===== config.mk =====
export PLATFORM = sky130hd
export DESIGN_NAME = aes_key_sched_ctrl
export DESIGN_NICKNAME = d
export VERILOG_FILES = /design/src/rtl/aes_key_sched_ctrl.sv
export SDC_FILE = /design/constraint.sdc
export NUM_CORES = 2
export LEC_CHECK = 0
export CAP_MARGIN = 20
export CORE_AREA = 2 2 287 403
export DETAILED_ROUTE_END_ITERATION = 8
export DIE_AREA = 0 0 289 405
export PLACE_DENSITY_LB_ADDON = 0.15
export SLEW_MARGIN = 25
export SYNTH_ARGS = -nofsm -noshare
export SYNTH_HDL_FRONTEND = slang
export SYNTH_SLANG_ARGS = --single-unit
export TNS_END_PERCENT = 20

===== constraint.sdc =====
create_clock -name clk -period 3.84 [get_ports clk]
set_clock_uncertainty 0.2 [all_clocks]
set_input_delay 0.768 -clock clk [delete_from_list [all_inputs] [get_ports clk]]
set_output_delay 0.768 -clock clk [all_outputs]
set_load 0.02 [all_outputs]

===== src/rtl/aes_key_sched_ctrl.sv =====
// AES-128 key schedule sequencer: steps a single-round key expansion unit through all rounds
// and keeps every round key in a local register file with a combinational read port.
`timescale 1ns/1ps
module aes_key_sched_ctrl #(
    parameter int unsigned NUM_ROUNDS = 10,
    parameter int unsigned KEY_W      = 128
) (
    input  logic                  clk,
    input  logic                  rst_n,
    input  logic                  start,
    input  logic [KEY_W-1:0]      key_in,
    output logic                  busy,
    output logic                  done,
    output logic [KEY_W-1:0]      exp_key_in,
    output logic [31:0]           exp_rnd_constant,
    input  logic [KEY_W-1:0]      exp_key_out,
    input  logic [3:0]            rk_rd_idx,
    output logic [KEY_W-1:0]      rk_rd_data,
    output logic [NUM_ROUNDS:0]   rk_valid
);

    localparam int unsigned RND_W    = 4;
    localparam int unsigned RCON_W   = 8;
    localparam int unsigned NUM_KEYS = NUM_ROUNDS + 1;

    typedef enum logic [1:0] {
        S_IDLE,
        S_SETTLE,
        S_CAPTURE,
        S_DONE
    } state_t;

    state_t              state_q;
    state_t              state_d;
    logic                busy_d;
    logic                done_d;
    logic                load_en;
    logic                cap_en;
    logic [RND_W-1:0]    round_q;
    logic [RCON_W-1:0]   rcon_q;
    logic [KEY_W-1:0]    rk_q [NUM_KEYS];

    function automatic logic [RCON_W-1:0] xtime(input logic [RCON_W-1:0] x);
        return {x[RCON_W-2:0], 1'b0} ^ (x[RCON_W-1] ? 8'h1B : 8'h00);
    endfunction

    // State register plus registered handshake outputs
    always_ff @(posedge clk or negedge rst_n) begin
        if (!rst_n) begin
            state_q <= S_IDLE;
            busy    <= 1'b0;
            done    <= 1'b0;
        end else begin
            state_q <= state_d;
            busy    <= busy_d;
            done    <= done_d;
        end
    end

    // Next-state logic
    always_comb begin
        state_d = state_q;
        unique case (state_q)
            S_IDLE:    if (start) state_d = S_SETTLE;
            S_SETTLE:  state_d = S_CAPTURE;
            S_CAPTURE: state_d = (round_q == RND_W'(NUM_ROUNDS)) ? S_DONE : S_SETTLE;
            S_DONE:    state_d = S_IDLE;
            default:   state_d = S_IDLE;
        endcase
    end

    // Output decode: handshake values are looked up from the upcoming state so they register in step
    always_comb begin
        busy_d  = 1'b0;
        done_d  = 1'b0;
        load_en = 1'b0;
        cap_en  = 1'b0;
        busy_d  = (state_d == S_SETTLE) || (state_d == S_CAPTURE);
        done_d  = (state_d == S_DONE);
        load_en = (state_q == S_IDLE) && start;
        cap_en  = (state_q == S_CAPTURE);
    end

    // Round counter, rcon and the expansion unit's key operand
    always_ff @(posedge clk or negedge rst_n) begin
        if (!rst_n) begin
            round_q    <= '0;
            rcon_q     <= RCON_W'(1);
            exp_key_in <= '0;
        end else if (load_en) begin
            round_q    <= RND_W'(1);
            rcon_q     <= RCON_W'(1);
            exp_key_in <= key_in;
        end else if (cap_en) begin
            exp_key_in <= exp_key_out;
            rcon_q     <= xtime(rcon_q);
            if (round_q != RND_W'(NUM_ROUNDS)) begin
                round_q <= round_q + RND_W'(1);
            end
        end
    end

    // Round-key storage and per-key valid flags; a new start invalidates all but key 0
    always_ff @(posedge clk or negedge rst_n) begin
        if (!rst_n) begin
            for (int unsigned i = 0; i < NUM_KEYS; i++) begin
                rk_q[i] <= '0;
            end
            rk_valid <= '0;
        end else if (load_en) begin
            rk_q[0]  <= key_in;
            rk_valid <= NUM_KEYS'(1);
        end else if (cap_en) begin
            for (int unsigned i = 1; i < NUM_KEYS; i++) begin
                if (round_q == RND_W'(i)) begin
                    rk_q[i]     <= exp_key_out;
                    rk_valid[i] <= 1'b1;
                end
            end
        end
    end

    assign exp_rnd_constant = {24'h000000, rcon_q};

    // Read port; out-of-range indices return zero
    always_comb begin
        rk_rd_data = '0;
        for (int unsigned i = 0; i < NUM_KEYS; i++) begin
            if (rk_rd_idx == RND_W'(i)) begin
                rk_rd_data = rk_q[i];
            end
        end
    end

endmodule


# After elaboration in Yosys (flattened, before gate mapping)
# Cells that the tools add are included.
dict set report classes {
  add_sub_neg 1
  multipliers 0
  div 0
  n_lt_le_gt_ge 0
  eq_ne 27
  shift 0
  muxes 34
  bitwise 2
  n_reduce_logical 37
}
# operator count
set op_table {}
lappend op_table {{2-to-1 mux 128 bit} 13}
lappend op_table {{== test 4 x 3 -> 1 bit, second input constant} 8}
lappend op_table {{AND reduction 3 bit} 10}
lappend op_table {{== test 4 bit, second input constant} 6}
lappend op_table {{nonzero test 2 bit} 12}
lappend op_table {{AND reduction 2 bit} 11}
lappend op_table {{2-to-1 mux 10 bit} 2}
lappend op_table {{== test 4 x 2 -> 1 bit, second input constant} 4}
lappend op_table {{2-to-1 mux 8 bit} 2}
lappend op_table {{2-to-1 mux 4 bit} 3}
lappend op_table {{2-to-1 mux 1 bit} 10}
lappend op_table {{== test 2 bit, second input constant} 4}
lappend op_table {{== test 4 x 1 -> 1 bit, second input constant} 2}
lappend op_table {{one-hot mux 2 bit (4 select lines)} 1}
lappend op_table {{bitwise XOR 8 x 5 -> 8 bit} 1}
lappend op_table {{2-to-1 mux 5 bit} 1}
lappend op_table {{adder 4 x 1 -> 4 bit, second input constant} 1}
lappend op_table {{== test 2 x 1 -> 1 bit, second input constant} 2}
lappend op_table {{zero test 4 bit} 1}
lappend op_table {{2-to-1 mux 2 bit} 2}
lappend op_table {{inequality test 4 bit, second input constant} 1}
lappend op_table {{zero test 2 bit} 1}
lappend op_table {{logical AND 1 bit} 1}
lappend op_table {{logical OR 1 bit} 1}
lappend op_table {{inverter 1 bit} 1}
dict set report word_totals {
  regBits 1563
  latchBits 0
  mem_bits_rw 0
  mem_bits_ro 0
  in_bits 263
  out_inout_bits 301
  elab_cells 129
  mem_count 0
}

# Logic depth before layout (Yosys ltp)
dict set report depth {
  word_depth 12
  mapped_depth 10
}

# Worst setup path after synthesis
# Ideal clock, no wire load.
dict set report synth_path {
  path_kind {input to output}
  startpoint {input port rk_rd_idx[3]}
  endpoint {output port rk_rd_data[83]}
  arrival_ns 2.397
  required_ns 2.872
  path_slack_ns 0.475
  stages 9
  path_buffers 5
  cell_sequence {buf_4 -> nor2b_1 -> buf_4 -> nand2_2 -> and2_1 -> clkbuf_1 -> buf_4 -> clkbuf_1 -> a211oi_1}
}
dict set report synth_via {
  elab_chain_len 12
  word_cells_on_any_way 22
  cone_classes {10 x eq/ne; 11 x mux; 1 x reduce/logical}
}
# item line_no
set synth_rtl {}
lappend synth_rtl {{start: declaration} 17} ;# input logic [3:0] rk_rd_idx,
lappend synth_rtl {{zero test 4 bit} 129} ;# if (rk_rd_idx == RND_W'(i)) begin
lappend synth_rtl {{2-to-1 mux 128 bit (10 in a row)} 129}
lappend synth_rtl {{2-to-1 mux 128 bit *} 129}
lappend synth_rtl {{end: declaration} 18} ;# output logic [KEY_W-1:0] rk_rd_data,
# Every way passes the cells marked *; elsewhere a longest branch is shown, timed or not.

# Worst setup path after layout
dict set report layout_path {
  startpoint {input port rk_rd_idx[1]}
  endpoint {output port rk_rd_data[92]}
}
# The elaborated chain is that of the path after synthesis.

==> results.json <==
{
  "status": "finished, violations left",
  "failed_checks": "negative setup slack",
  "min_path_type": "reg -> reg",
  "grt_start_max_net_pins": 121,
  "setup_viol_count_final": 1,
  "syn_inst": 5690,
  "cts_max_path_buffers": 3,
  "cts_made_buffers": 147,
  "ant_nets": 0,
  "powerDensity_mw_per_mm2": 742,
  "setup-tns-final_ns": -0.00341,
  "drive_gt1_frac": 0.324,
  "vdd_drop_max_mv": 0.683,
  "via_per_inst": 6.43,
  "netlist_area_sq_mm": 0.0710,
  "cts_sinks": 1563,
  "use_met1": 0.466,
  "synthFlopType": "dfrtp_1",
  "critPathSlowestCell": "clkdlybuf4s50_1",
  "insertion_delay_ns": 0.77,
  "ys_types": 57,
  "reg2reg_to": "rk_q[313]",
  "cp.arrival_ns": 2.88,
  "finalHoldViolCount": 0,
  "port_buffers": 539,
  "finalWirelength_um": 207000,
  "drt_iter0_markers": 4164,
  "yosysSeqAreaShare": 0.551,
  "postSynthAreaPerCell_sq_um": 12.5,
  "die_x_um": 289,
  "multi_input_area_sq_mm": 0.0295,
  "ff2ff_path_depth": 6,
  "synth_seq_cells": 1563,
  "worstHoldEndpoint": "rk_valid[0]",
  "final_common_cell": "dfrtp_1",
  "crit_chain": "buf_12 -> buf_4 -> inv_1 -> nor2_1 -> a221oi_1 -> a221oi_1 -> nor2_1 -> buf_4 -> clkdlybuf4s50_1",
  "r2r_start": "state_q[0]",
  "post_drt_wl_per_cell_um": 26.6,
  "fp.dieArea_sq_mm": 0.117,
  "hold_start": "rk_valid[0]",
  "maxSlewHeadroom": 0.338,
  "fin_ws_ns": -0.00341,
  "grt_use_met3": 0.0610,
  "worstPathRequired_ns": 2.87,
  "drt_first_pass_iters": 6,
  "cts_max_level": 4,
  "synth_edf_count": 0,
  "fin_nets": 6417,
  "post-route-drc-count": 0,
  "drv_slew": 0,
  "grt_pass1_wl_um": 313000,
  "start_kind": "input pin",
  "met2_usage": 0.581,
  "core_sq_mm": 0.114,
  "grt_setup_unrepaired": "true",
  "min_period_ns": 3.84,
  "globalRouteTotalUtil": 0.354,
  "cts_tree": "yes",
  "end_kind": "output pin",
  "fillers": 7535,
  "path_clk_slew_ns": 0.06,
  "instances_no_fill": 7761,
  "yosys_warnings": 0,
  "crit_type": "in -> out",
  "area_growth_pct": 18.9,
  "first_global_vias": 52100,
  "fin_crit_sh": 1.00,
  "ctsRootBufferMaster": "clkbuf_16",
  "slowest_delay_ns": 0.60,
  "io_pins": 564,
  "holdPathStages": 1,
  "p_leak_nw": 36.7,
  "max_freq_ghz": 0.260,
  "dpl.hpwl_um": 131000,
  "critical_path.top_delay_family": "buffers and inverters",
  "crit_fanout": 13,
  "reg2reg_setup_slack_ns": 0.80,
  "initial_core_util": 0.625,
  "synthArstFlopShare": 1.00,
  "fp.dieH_um": 405,
  "utilization": 0.743,
  "final_cell_mix": "dfrtp_1, mux2_2, nand2_1",
  "whs_ns": 0.276,
  "cap_violations": 0,
  "regArea_sq_mm": 0.0391,
  "overflow": 0,
  "cp_num_buf_inv": 5,
  "tightest_slew_ns": 0.993,
  "std_cell_rows": 147,
  "vias": 49900,
  "placed_cells": 7481,
  "antenna_found_initial": 19,
  "grt.busiest_layer": "met2",
  "gp_congestion": 0.836
}
==> metrics by stage <==
step	cell area, sq um	power [mW]	setup WS (ns)
finish	84500	62.7	-0.00341
CTS	84400	62.7	-0.0990
detailed placement	79500	48.1	-0.367
global route	84500	65.8	-0.0939
floorplan	71100	40.5	0.475
global placement	79500	46.9	-0.391
==> power breakdown <==
group | leakage (nW) | total, mW | switching, mW | internal (mW)
combinational | 16.1 | 19.2 | 8.85 | 10.4
sequential | 18.3 | 28.8 | 4.39 | 24.4
clock | 2.37 | 14.6 | 6.33 | 8.31
==> timing repair <==
item | 4_1_cts | 5_1_grt
setup endpoints to repair | 93 | 29
hold endpoints to repair | 55 | 0
cloned | 2 | 1
pin swaps | 3 | 2
setup buffers | 1 | 4
gates resized for setup | 100 | 28
hold buffers | 1 | 0
==> Yosys cell counts (21+ instances only) <==
library cell,number,share of area
nor2_1,311,0.016
a211oi_1,109,0.012
nor2b_1,46,0.0041
o21ai_1,41,0.0029
dfrtp_1,1562,0.55
mux2_2,1296,0.21
clkbuf_1,305,0.016
a211oi_2,25,0.0044
buf_4,54,0.0057
o22ai_1,121,0.011
buf_2,194,0.014
a21oi_1,122,0.0086
mux2i_1,163,0.023
o21ai_0,135,0.0095
a31oi_1,105,0.0092
o31ai_1,26,0.0027
mux2_1,124,0.020
a22oi_1,30,0.0032
a221oi_1,119,0.015
nand2_1,593,0.031
nand3_1,21,0.0015
mux4_2,67,0.021
==> area by class of cell <==
type                            count  share of cell area
Tap cell                         1490              0.0221
Inverter                            8            0.000474
Timing Repair Buffer              864               0.108
Antenna cell                        7            0.000207
Multi-Input combinational cell   3565               0.349
Clock inverter                     35             0.00455
Sequential cell                  1563               0.463
Clock buffer                      229              0.0525
==> sequential cells by signal (all words and copies together) (netlist names) <==
signal	cells
busy	1
done	1
exp_key_in	128
rcon_q	8
rk_q	1408
rk_valid	11
round_q	4
state_q	2
==> per-layer routing <==
metal,wire length [um],up-vias
li1,-,21200
met1,82100,26000
met2,101000,2109
met3,14600,510
met4,8600,18
met5,116,-
==> worst max-delay path by stage <==
stage / endpoint / cells past startpoint / startpoint / slack, ns
after detailed placement: rk_rd_data[33] / 9 / rk_rd_idx[0] / -0.37
final: rk_rd_data[92] / 9 / rk_rd_idx[1] / -0.003
after CTS: rk_rd_data[33] / 9 / rk_rd_idx[1] / -0.1
after global routing: rk_rd_data[92] / 9 / rk_rd_idx[1] / -0.09
after global placement: rk_rd_data[33] / 9 / rk_rd_idx[0] / -0.39
after floorplan: rk_rd_data[83] / 9 / rk_rd_idx[3] / 0.47
==> cell families after synthesis <==
| family | after synthesis | synth area share |
|---|---|---|
| buffers and inverters | 585 | 0.0387 |
| adders and majority gates | 5 | 0.000881 |
| AOI/OAI and AO/OA | 882 | 0.0835 |
| muxes | 1650 | 0.269 |
| xor gates and xnor gates | 5 | 0.000617 |
| DFF | 1563 | 0.551 |
| other | 1 | 0.0000528 |
| and+or+nand+nor | 999 | 0.0561 |
Note: power is estimated with default switching activity, not from simulation.
